## src/rtl/rv_writeback_ld.sv

```systemverilog
// Writeback stage for the uRV pipeline: ALU results retire combinationally, loads wait
// for variable-latency data memory with alignment, misalignment and timeout handling.
module rv_writeback_ld #(
    parameter int XLEN      = 32,
    parameter int RF_ADDR_W = 5,
    parameter int TIMEOUT_W = 8
) (
    input  logic                 clk_i,
    input  logic                 rst_i,
    input  logic                 w_stall_i,
    input  logic                 x_valid_i,
    output logic                 x_ready_o,
    input  logic                 x_load_i,
    input  logic [2:0]           x_fun_i,
    input  logic [XLEN-1:0]      x_dm_addr_i,
    input  logic [RF_ADDR_W-1:0] x_rd_i,
    input  logic [XLEN-1:0]      x_rd_value_i,
    input  logic                 x_rd_write_i,
    input  logic                 dm_load_done_i,
    input  logic [XLEN-1:0]      dm_data_l_i,
    output logic [XLEN-1:0]      rf_rd_value_o,
    output logic [RF_ADDR_W-1:0] rf_rd_o,
    output logic                 rf_rd_write_o,
    output logic                 w_load_pending_o,
    output logic                 w_misaligned_o,
    output logic                 w_timeout_o
);

    localparam int LB = $clog2(XLEN / 8);

    typedef enum logic {IDLE, WAIT} state_t;

    state_t                 state, state_nxt;
    logic [TIMEOUT_W-1:0]   cnt, cnt_nxt;
    logic [RF_ADDR_W-1:0]   hold_rd, hold_rd_nxt;
    logic [2:0]             hold_fun, hold_fun_nxt;
    logic [LB-1:0]          hold_off, hold_off_nxt;
    logic                   held_valid, held_valid_nxt;
    logic [XLEN-1:0]        held_data, held_data_nxt;

    logic                   ready;
    logic                   acc;
    logic [XLEN-1:0]        x_aligned;
    logic [XLEN-1:0]        w_aligned;

    function automatic logic [XLEN-1:0] align_load(input logic [XLEN-1:0] data,
                                                   input logic [2:0]      fun,
                                                   input logic [LB-1:0]   off);
        logic [XLEN-1:0] sh;
        logic [XLEN-1:0] res;
        logic            fill;
        int unsigned     w;
        sh = data >> {off, 3'b000};
        case (fun[1:0])
            2'b00:   w = 8;
            2'b01:   w = 16;
            2'b10:   w = 32;
            default: w = XLEN;
        endcase
        fill = 1'b0;
        for (int unsigned i = 0; i < XLEN; i++) begin
            if (!fun[2] && (i + 1 == w)) fill = sh[i];
        end
        res = sh;
        for (int unsigned i = 0; i < XLEN; i++) begin
            if (i >= w) res[i] = fill;
        end
        return res;
    endfunction

    // Illegal widths for the configured XLEN are folded into the misaligned path.
    function automatic logic is_misaligned(input logic [2:0] fun, input logic [XLEN-1:0] addr);
        logic bad;
        case (fun)
            3'b000, 3'b100: bad = 1'b0;
            3'b001, 3'b101: bad = addr[0];
            3'b010:         bad = |addr[1:0];
            3'b110:         bad = (|addr[1:0]) || (XLEN == 32);
            3'b011:         bad = (|addr[2:0]) || (XLEN == 32);
            default:        bad = 1'b1;
        endcase
        return bad;
    endfunction

    assign ready     = (state == IDLE);
    assign acc       = x_valid_i & ready & ~w_stall_i & ~rst_i;
    assign x_aligned = align_load(dm_data_l_i, x_fun_i, x_dm_addr_i[LB-1:0]);
    assign w_aligned = align_load(dm_data_l_i, hold_fun, hold_off);

    always_ff @(posedge clk_i or posedge rst_i) begin
        if (rst_i) begin
            state      <= IDLE;
            cnt        <= '0;
            hold_rd    <= '0;
            hold_fun   <= '0;
            hold_off   <= '0;
            held_valid <= 1'b0;
            held_data  <= '0;
        end else begin
            state      <= state_nxt;
            cnt        <= cnt_nxt;
            hold_rd    <= hold_rd_nxt;
            hold_fun   <= hold_fun_nxt;
            hold_off   <= hold_off_nxt;
            held_valid <= held_valid_nxt;
            held_data  <= held_data_nxt;
        end
    end

    always_comb begin
        state_nxt        = state;
        cnt_nxt          = cnt;
        hold_rd_nxt      = hold_rd;
        hold_fun_nxt     = hold_fun;
        hold_off_nxt     = hold_off;
        held_valid_nxt   = held_valid;
        held_data_nxt    = held_data;
        x_ready_o        = ready;
        w_load_pending_o = (state == WAIT);
        rf_rd_o          = x_rd_i;
        rf_rd_value_o    = x_rd_value_i;
        rf_rd_write_o    = 1'b0;
        w_misaligned_o   = 1'b0;
        w_timeout_o      = 1'b0;

        case (state)
            IDLE: begin
                if (x_load_i && dm_load_done_i) rf_rd_value_o = x_aligned;
                if (acc) begin
                    if (!x_load_i) begin
                        rf_rd_write_o = x_rd_write_i & (x_rd_i != '0);
                    end else if (is_misaligned(x_fun_i, x_dm_addr_i)) begin
                        w_misaligned_o = 1'b1;
                    end else if (dm_load_done_i) begin
                        rf_rd_write_o = (x_rd_i != '0);
                    end else begin
                        hold_rd_nxt    = x_rd_i;
                        hold_fun_nxt   = x_fun_i;
                        hold_off_nxt   = x_dm_addr_i[LB-1:0];
                        held_valid_nxt = 1'b0;
                        cnt_nxt        = '0;
                        state_nxt      = WAIT;
                    end
                end
            end
            WAIT: begin
                rf_rd_o       = hold_rd;
                rf_rd_value_o = held_valid ? held_data : w_aligned;
                // Data returned under stall is parked and retried; it also cancels the timeout.
                if (held_valid || dm_load_done_i) begin
                    if (!w_stall_i) begin
                        rf_rd_write_o = (hold_rd != '0);
                        state_nxt     = IDLE;
                    end else if (!held_valid) begin
                        held_valid_nxt = 1'b1;
                        held_data_nxt  = w_aligned;
                    end
                end else if (cnt == '1) begin
                    w_timeout_o = 1'b1;
                    state_nxt   = IDLE;
                end else begin
                    cnt_nxt = cnt + 1'b1;
                end
            end
            default: state_nxt = IDLE;
        endcase

        if (w_stall_i) rf_rd_write_o = 1'b0;
        if (rst_i) begin
            rf_rd_write_o  = 1'b0;
            rf_rd_o        = '0;
            rf_rd_value_o  = '0;
            w_misaligned_o = 1'b0;
            w_timeout_o    = 1'b0;
        end
    end

endmodule

```

## config.mk

```make
export PLATFORM = sky130hd
export DESIGN_NAME = rv_writeback_ld
export DESIGN_NICKNAME = d
export VERILOG_FILES = /design/src/rtl/rv_writeback_ld.sv
export SDC_FILE = /design/constraint.sdc
export NUM_CORES = 1
export LEC_CHECK = 0
export CAP_MARGIN = 10
export CELL_PAD_IN_SITES_DETAIL_PLACEMENT = 1
export CELL_PAD_IN_SITES_GLOBAL_PLACEMENT = 1
export CORE_MARGIN = 3
export CORE_UTILIZATION = 30
export DETAILED_ROUTE_END_ITERATION = 8
export PLACE_DENSITY_LB_ADDON = 0.1
export SLEW_MARGIN = 5
export SYNTH_ARGS = -nofsm -noshare
export SYNTH_HDL_FRONTEND = slang
export SYNTH_SLANG_ARGS = --single-unit
```

## constraint.sdc

```tcl
create_clock -name clk_i -period 3.85 [get_ports clk_i]
set_input_delay 0.77 -clock clk_i [delete_from_list [all_inputs] [get_ports clk_i]]
set_output_delay 0.77 -clock clk_i [all_outputs]
set_load 0.1 [all_outputs]
```

### Yosys cells after proc, flatten, opt, wreduce, memory -nomap -nowiden

Cells that the tools add are included.

| word-level totals | value |
|---|---|
| bits in registers | 52 |
| bits of input ports | 111 |
| logic and storage cells | 421 |

| operators by class | value |
|---|---|
| add/subtract/negate cells | 1 |
| magnitude comparators | 64 |
| equal/unequal tests | 79 |
| shift operators | 2 |
| mux-type cells | 179 |
| bitwise operators | 9 |
| reduce and logical (&&, ||, !) cells | 80 |

Operators with widths:

| operator | number |
|---|---|
| $eq 5x32->1 const A | 32 |
| $ge 5x32->1 const A | 32 |
| $eq 4x32->1 const A | 16 |
| $ge 4x32->1 const A | 16 |
| $eq 3x32->1 const A | 8 |
| $ge 3x32->1 const A | 8 |
| $mux 1 | 160 |
| $eq 2x32->1 const A | 4 |
| $ge 1x32->1 const A | 4 |
| $ge 2x32->1 const A | 4 |
| $mux 32 | 3 |
| $logic_and 1x1->1 | 65 |
| $eq 1x32->1 const A | 2 |
| $eq 6x32->1 const A | 2 |
| $pmux 32 s2 | 1 |
| $shr 32x5->32 | 2 |
| $mux 8 | 6 |
| $pmux 6 s2 | 2 |
| $pmux 8 s2 | 1 |
| $ne 2x2->1 const B | 6 |
| $reduce_and 6->1 | 2 |
| $mux 5 | 2 |
| $reduce_bool 5->1 | 2 |
| $add 8x1->8 const B | 1 |
| 17 further kinds | 33 |

### Longest topological paths before layout

Gate-level depths: netlist (run 1).

| depth | value |
|---|---|
| depth in word-level cells | 40 |
| depth in mapped cells | 10 |
| depth with buffers taken out | 8 |

### Worst setup path before layout (run 1)

Ideal clock, no wire load.

| path | value |
|---|---|
| kind | register to output |
| start point | reg state (netlist: w_load_pending_o) |
| end point | out w_timeout_o |
| data arrival time | 4.516 ns |
| setup slack | -1.436 ns |
| cell stages (with the launch flop) | 7 |
| path buffers | 2 |
| cells stage by stage | dfrtp_1 -> buf_2 -> inv_1 -> clkbuf_1 -> nor2_1 -> nand2_1 -> nor3_1 |

| between the ends | value |
|---|---|
| word-level cells in the longest chain between the ends | 2 |

Ends and longest elaborated chain:

| item | RTL line | RTL |
|---|---|---|
| from (decl) | 33 | `state_t state, state_nxt;` |
| from (signal assigned) | 100 | `state <= state_nxt;` |
| $mux 1 | 126 | `case (state)` |
| $mux 1 | 169 | `if (rst_i) begin` |
| to (decl) | 26 | `output logic w_timeout_o` |

Every way passes these cells.

### Final worst setup path (run 1)

| path | value |
|---|---|
| start point | in dm_data_l_i[31] |
| end point | out rf_rd_value_o[24] |

| between the ends | value |
|---|---|
| word-level cells in the longest chain between the ends | 30 |
| elaborated cells on any way between the ends | 58 |
| those cells by class | shift (2); mux (56) |

Ends and longest elaborated chain:

| item | RTL line | RTL |
|---|---|---|
| from (decl) | 20 | `input logic [XLEN-1:0] dm_data_l_i,` |
| $shr 32x5->32 | 53 | `sh = data >> {off, 3'b000};` |
| $mux 1 (25 in a row) | 62 | `if (!fun[2] && (i + 1 == w)) fill = sh[i];` |
| $mux 1 | 66 | `if (i >= w) res[i] = fill;` |
| $mux 32 (on tied branches) | -- |  |
| $pmux 32 s2 * | 126 |  |
| $mux 32 * | 169 |  |
| to (decl) | 21 | `output logic [XLEN-1:0] rf_rd_value_o,` |

Mark *: on every way between the ends. The rest lies on a longest branch, timed or not.

==> results of run 1 <==
[per-layer routing]
metal / part of all wire / up-vias
met4: 0.023 / 0
met1: 0.44 / 2683
met2: 0.49 / 161
li1: - / 2457
met5: 0 / -
met3: 0.054 / 26
[per-stage QoR]
step	setup slack [ns]	utilization	total power, W	TNS, ns
final	0.0753	0.485	0.00277	0
after global placement	-0.126	0.465	0.00219	-0.416
after CTS	0.00661	0.480	0.00276	0
after floorplan	-0.377	-	0.00169	-0.743
after detailed placement	-0.140	0.465	0.00223	-0.918
after global routing	-0.0200	0.485	0.00293	-0.0200
[cell usage after synthesis, types with 9 or more instances]
library cell / n / area [um2]
and2_1: 9 / 56.3
nor3_1: 14 / 70.1
nor2_1: 52 / 195
clkbuf_1: 30 / 113
inv_1: 19 / 71.3
a31oi_1: 9 / 56.3
nand2_1: 46 / 173
o21ai_0: 37 / 185
nor2b_1: 16 / 100
mux2i_1: 35 / 350
o22ai_1: 20 / 125
dfrtp_1: 52 / 1300
a21oi_1: 32 / 160
a211oi_1: 37 / 278
o21ai_1: 17 / 85.1
buf_2: 9 / 45.0
[final timing paths]
| check | to | cells past startpoint | slack, ns | startpoint |
|---|---|---|---|---|
| max in group asynchronous | cnt[1]$_DFFE_PP0P_ | 3 | 2.07 | rst_i |
| hold reg to reg | held_data[6]$_DFFE_PP0P_ | 2 | 0.50 | held_data[6]$_DFFE_PP0P_ |
| hold / removal | held_data[6]$_DFFE_PP0P_ | 2 | 0.50 | held_data[6]$_DFFE_PP0P_ |
| min in group asynchronous | held_data[1]$_DFFE_PP0P_ | 3 | 1.25 | rst_i |
| setup / recovery | rf_rd_value_o[24] | 10 | 0.08 | dm_data_l_i[31] |
| setup reg to reg | held_data[8]$_DFFE_PP0P_ | 9 | 1.30 | hold_fun[1]$_DFFE_PP0P_ |
[tightest hold or removal path: stages (launching register included)]
cell and delay (ns):
dfrtp_1 0.35, nand2_1 0.05, o21ai_1 0.06
[cell families after synthesis]
kind of cell | synth area share
compound gates | 0.358
simple gates | 0.186
buf+inv | 0.0582
flops | 0.284
mux | 0.0863
xor+xnor | 0.0134
fa+ha+maj | 0.0137
[power by group through the flow]
stage / clock network, W / logic, W / registers [W]
floorplan: 0 / 0.000969 / 0.000724
global placement: 0 / 0.00144 / 0.000744
detailed placement: 0 / 0.00148 / 0.000754
CTS: 0.000510 / 0.00150 / 0.000744
global route: 0.000536 / 0.00163 / 0.000763
finish: 0.000501 / 0.00152 / 0.000744
[timing repair]
| item | in CTS | in global routing |
|---|---|---|
| endpoints found under the hold margin | 0 | 0 |
| gates resized for setup | 10 | 14 |
| buffers inserted | 1 | 2 |
| pin swaps | 5 | 3 |
| setup endpoints to repair | 15 | 23 |
[registers in the layout, indices dropped and copies added (netlist names)]
name / cells
cnt: 8
held_data: 32
held_valid: 1
hold_fun: 3
hold_off: 2
hold_rd: 5
w_load_pending_o: 1
[final cells by class]
type | instances | area, um2
sequential | 52 | 1300
clock buffer | 6 | 139
fill | 1725 | 7590
multi-input combinational | 461 | 3330
tap | 184 | 230
timing repair buffer | 173 | 2060
clock inverter | 2 | 15.0
inverter | 22 | 86.3
==> run_results.csv, run 1 <==
group,metric,value,unit
logic_synthesis,synth_area_per_cell,7.88,um2
logic_synthesis,synthFlopType,"dfrtp_1",
cts,clock_path_buffers,2,
logic_synthesis,synth-seq-area-share,0.284,
global_routing,grt_max_degree,53,
layout,drive_gt1_frac,0.226,
cts,clkTransAtPathRegs,0.07,ns
setup_path,worst_path_max_delay_cell,"clkdlybuf4s50_1",
layout,final_cells,900,
route,drt_pre_antenna_iters,4,
logic_synthesis,synthesis.nets,697,
sta,final.min_clock_period,3.77,ns
setup_path,cp-end-kind,"output pin",
setup_path,worst_path_most_repeated_cell,"buf_12",
run,drv_cap,0,
cts,htreeDepth,2,
pwr,power.share.clock,0.181,
place,dp_cells,889,
logic_synthesis,synth_cell_types,67,
setup_path,path_cells,"clkdlybuf4s50_1 > buf_4 > mux2_2 > a31oi_2 > o31ai_2 > buf_6 > buf_12 > a221oi_1 > o21ai_2 > buf_12",
pwr,p_sw_frac,0.458,
floorplanning,die_x,130,um
layout,diodes,0,
sta,worstMarginPinSlew,0.779,ns
sta,maxSlewHeadroom,0.476,
setup_path,critPathArrivalTime,3.00,ns
cts,clock-sinks,52,
floorplanning,die_h,130,um
floorplanning,num_rows,44,
pwr,p_comb_frac,0.550,
route,first_iter_violations,360,
sta,max_freq,265,MHz
logic_synthesis,yosysWarnings,0,
floorplanning,fp.dieArea,0.0168,mm2
place,dpl.hpwl,15400,um
global_routing,global_route.usage.met2,0.402,
layout,design_area,0.00716,mm2
cts,clk_latency,0.31,ns
setup_path,cp.required,3.08,ns
logic_synthesis,async_reset_ff_frac,1.00,
pwr,intPower,0.00150,W
logic_synthesis,synth_edf_count,0,
layout,nNetsFinal,831,
setup_path,critical_path_class,"in -> out",
logic_synthesis,netlist_instances,581,
route,num_vias,5327,
pwr,p_sw,0.00127,W
setup_path,timing.critical_path.buf_inv,5,
sta,finalCritPeriodShare,0.980,
sta,hold_violations,0,
setup_path,crit_family,"buffers and inverters",
global_routing,gr-total-overflow,0,
cts,cts_tree,"done",
place,postPlaceCellArea,0.00687,mm2
global_routing,grtUsageMet1,0.326,
global_routing,antenna_found_initial,0,
route,routed_wl,20400,um
pwr,ir_drop,0.247,mV
sta,slew_violations,0,
cts,cts_buffers,5,
logic_synthesis,ys_ff_latch,52,
layout,final_common_cell,"clkdlybuf4s50_1",
setup_path,critPathMaxFanout,8,
pwr,p_leak,2.93,nW
floorplanning,io-pin-count,153,
worst_hold_path,min_path_type,"reg -> reg",
place,gp_congestion,0.840,
global_routing,busiest_layer,"met2",
setup_path,critPathMaxStageDelay,0.46,ns
floorplanning,coreArea,0.0148,mm2
sta,fin_skew,0.0120,ns
cts,cts_hold_buf,0,
setup_path,setup.worst_path.start_class,"primary input",
route,wl_per_cell,22.6,um
route,route.detailed.drc,0,
cts,cts-root-buf,"clkbuf_16",
floorplanning,start_util,0.310,
status,outcome,"finished, final reports clean",
layout,area_growth,56.3,%
pwr,seq_power_share,0.269,
global_routing,grt_pass1_wl,31600,um
logic_synthesis,synth_area,0.00458,mm2
pwr,power_density,387,mW/mm2
route,drtAntennaViolNets,0,
route,vias_per_cell,5.92,
global_routing,grt_util_all_layers,0.242,
sta,whs,0.495,ns
global_routing,grtUsageMet3,0.0322,
sta,setup_viol,0,
place,port_buffers,122,
layout,mostFrequentLayoutCells,"77 x clkdlybuf4s50_1, 52 x dfrtp_1, 50 x nor2_1",
global_routing,grt_pass1_vias,5613,
(Power assumes the default switching activity.)
==> run 2, diff against run 1 <==
CORE_ASPECT_RATIO = 1.5   (was not set)
RECOVER_POWER = 100   (was not set)
==> run_results.csv, run 2 (synthesis gave the netlist of run 1 again) <==
group,metric,value,unit
layout,fillers,1785,
sta,final.min_clock_period,3.81,ns
layout,drive_gt1_frac,0.206,
route,drt_pre_antenna_iters,4,
floorplanning,num_rows,54,
global_routing,grt_util_all_layers,0.231,
floorplanning,coreArea,0.0147,mm2
floorplanning,io-pin-count,153,
setup_path,timing.rr.start,"w_load_pending_o$_DFF_PP0_",
setup_path,cp-end-kind,"output pin",
setup_path,rr_endpoint,"held_data[14]$_DFFE_PP0P_",
layout,top_register,"held_data",
sta,setup_viol,0,
global_routing,grt_pass1_vias,5670,
sta,slew_violations,0,
sta,maxSlewHeadroom,0.0650,
cts,clock-sinks,52,
pwr,power_density,398,mW/mm2
place,dp_cells,904,
setup_path,rrSetupSlack,0.94,ns
cts,cts_tree,"done",
run,drv_cap,0,
layout,post-route-util,0.461,
layout,largest_register_ff_count,32,
floorplanning,die_h,157,um
layout,ff_latch_area,0.00130,mm2
layout,area_growth,48.4,%
cts,cts-root-buf,"clkbuf_16",
pwr,finalPower,0.00270,W
global_routing,gr-total-overflow,0,
place,gp_congestion,0.845,
floorplanning,start_util,0.311,
status,outcome,"finished, final reports clean",
route,vias_per_cell,5.76,
route,drtAntennaViolNets,0,
layout,multi_input_area,0.00331,mm2
cts,clkTransAtPathRegs,0.07,ns
sta,whs,0.488,ns
global_routing,antenna_found_initial,0,
setup_path,critPathArrivalTime,3.04,ns
setup_path,r2r_cells,6,
global_routing,grt_max_degree,53,
setup_path,cp.required,3.08,ns
cts,clk_latency,0.30,ns
setup_path,critPathMaxFanout,27,
floorplanning,fp.dieArea,0.0168,mm2
cts,cts_buffers,5,
sta,fin_skew,0.00604,ns
setup_path,endpoint,"rf_rd_write_o",
layout,largest_registers,"held_data: 32 flops, cnt: 8 flops, hold_rd: 5 flops",
worst_hold_path,min_path_type,"reg -> reg",
place,port_buffers,122,
sta,max_freq,263,MHz
setup_path,setup.worst_path.start_class,"primary input",
sta,tns,0,ns
route,wl_per_cell,21.4,um
cts,clock_path_buffers,2,
sta,hold_violations,0,
floorplanning,die_x,107,um
setup_path,critical_path_class,"in -> out",
route,routed_wl,19600,um
pwr,ir_drop,0.180,mV
layout,nNetsFinal,833,
sta,worstMarginPinSlew,1.40,ns
cts,htreeDepth,2,
pwr,p_leak,2.80,nW
layout,diodes,0,
sta,rsz0062_at_grt,"false",
setup_path,cp-startpoint,"x_dm_addr_i[1]",
layout,final_cells,914,
cts,cts_hold_buf,0,
route,first_iter_violations,269,
global_routing,grt_pass1_wl,30500,um
layout,mostFrequentLayoutCells,"74 x clkdlybuf4s50_1, 51 x nor2_1, 50 x dfrtp_1",
layout,final_common_cell,"clkdlybuf4s50_1",
route,route.detailed.drc,0,
place,dpl.hpwl,15300,um
route,num_vias,5264,
sta,finalCritPeriodShare,0.989,
==> run 2: cell count changes in the layout (fill, tap and decap cells not counted), sizes merged <==
cell / before / now
bufinv: 0 / 1
clkdlybuf4s50: 77 / 74
clkinvlp: 3 / 1
clkbuf: 6 / 27
dlymetal6s2s: 1 / 2
clkinv: 0 / 1
buf: 93 / 75
dlygate4sd3: 0 / 1
==> run 2: critical path, stage by stage <==
cell,delay (ns)
clkdlybuf4s50_1,0.53
buf_8,0.23
o31ai_1,0.35
a21oi_1,0.20
a221o_1,0.42
a211oi_4,0.27
buf_6,0.26
==> run 2: area by class of cell <==
cell class | count | area share
clock buffers | 6 | 0.0190
clock inverters | 2 | 0.00516
inverters | 22 | 0.0123
multi-input cells | 461 | 0.488
flip-flops and latches | 52 | 0.192
well taps | 196 | 0.0361
repair buffers | 175 | 0.248
==> run 2: where the power goes <==
part,internal (W),leakage (nW),switching [W]
Sequential,0.000662,0.669,0.0000858
Combinational,0.000523,2.05,0.000907
Clock,0.000307,0.0808,0.000219
Total,0.00149,2.80,0.00121
==> run 2: through the flow <==
stage	setup WS, ns	instance area (um2)
after floorplan	-0.377	4810
after global placement	-0.237	6860
after detailed placement	-0.246	6860
after CTS	-0.0306	7090
after global routing	0.00106	6790
final	0.0429	6790
==> run 2: repair_timing <==
action	CTS	global route
setup buffers	0	2
gates resized for setup	14	15
setup endpoints to repair	23	25
pin swaps	4	6
==> run 2: how the worst min path moves through the flow <==
stage / from / endpoint / depth (start not counted) / slack, ns
3_5_place_dp: held_data[31]$_DFFE_PP0P_ / held_data[31]$_DFFE_PP0P_ / 2 / 0.48
6_report: held_data[0]$_DFFE_PP0P_ / held_data[0]$_DFFE_PP0P_ / 2 / 0.49
2_1_floorplan: held_data[7]$_DFFE_PP0P_ / held_data[7]$_DFFE_PP0P_ / 2 / 0.45
5_1_grt: held_data[6]$_DFFE_PP0P_ / held_data[6]$_DFFE_PP0P_ / 2 / 0.53
4_1_cts: held_data[31]$_DFFE_PP0P_ / held_data[31]$_DFFE_PP0P_ / 2 / 0.49
3_3_place_gp: held_data[7]$_DFFE_PP0P_ / held_data[7]$_DFFE_PP0P_ / 2 / 0.46
==> run 2: routing by layer <==
metal  up-vias  GRT usage  wire length, um
met5         -          0                0
met2       120      0.441            10700
met4         0     0.0774              487
met1      2656      0.263             7670
li1       2462          -                -
met3        26     0.0271              666
==> run 3, diff against run 2 <==
SLEW_MARGIN = 20   (was 5)
==> results of run 3 <==
No change in the layout: final DEF, timing and power equal those of run 2.
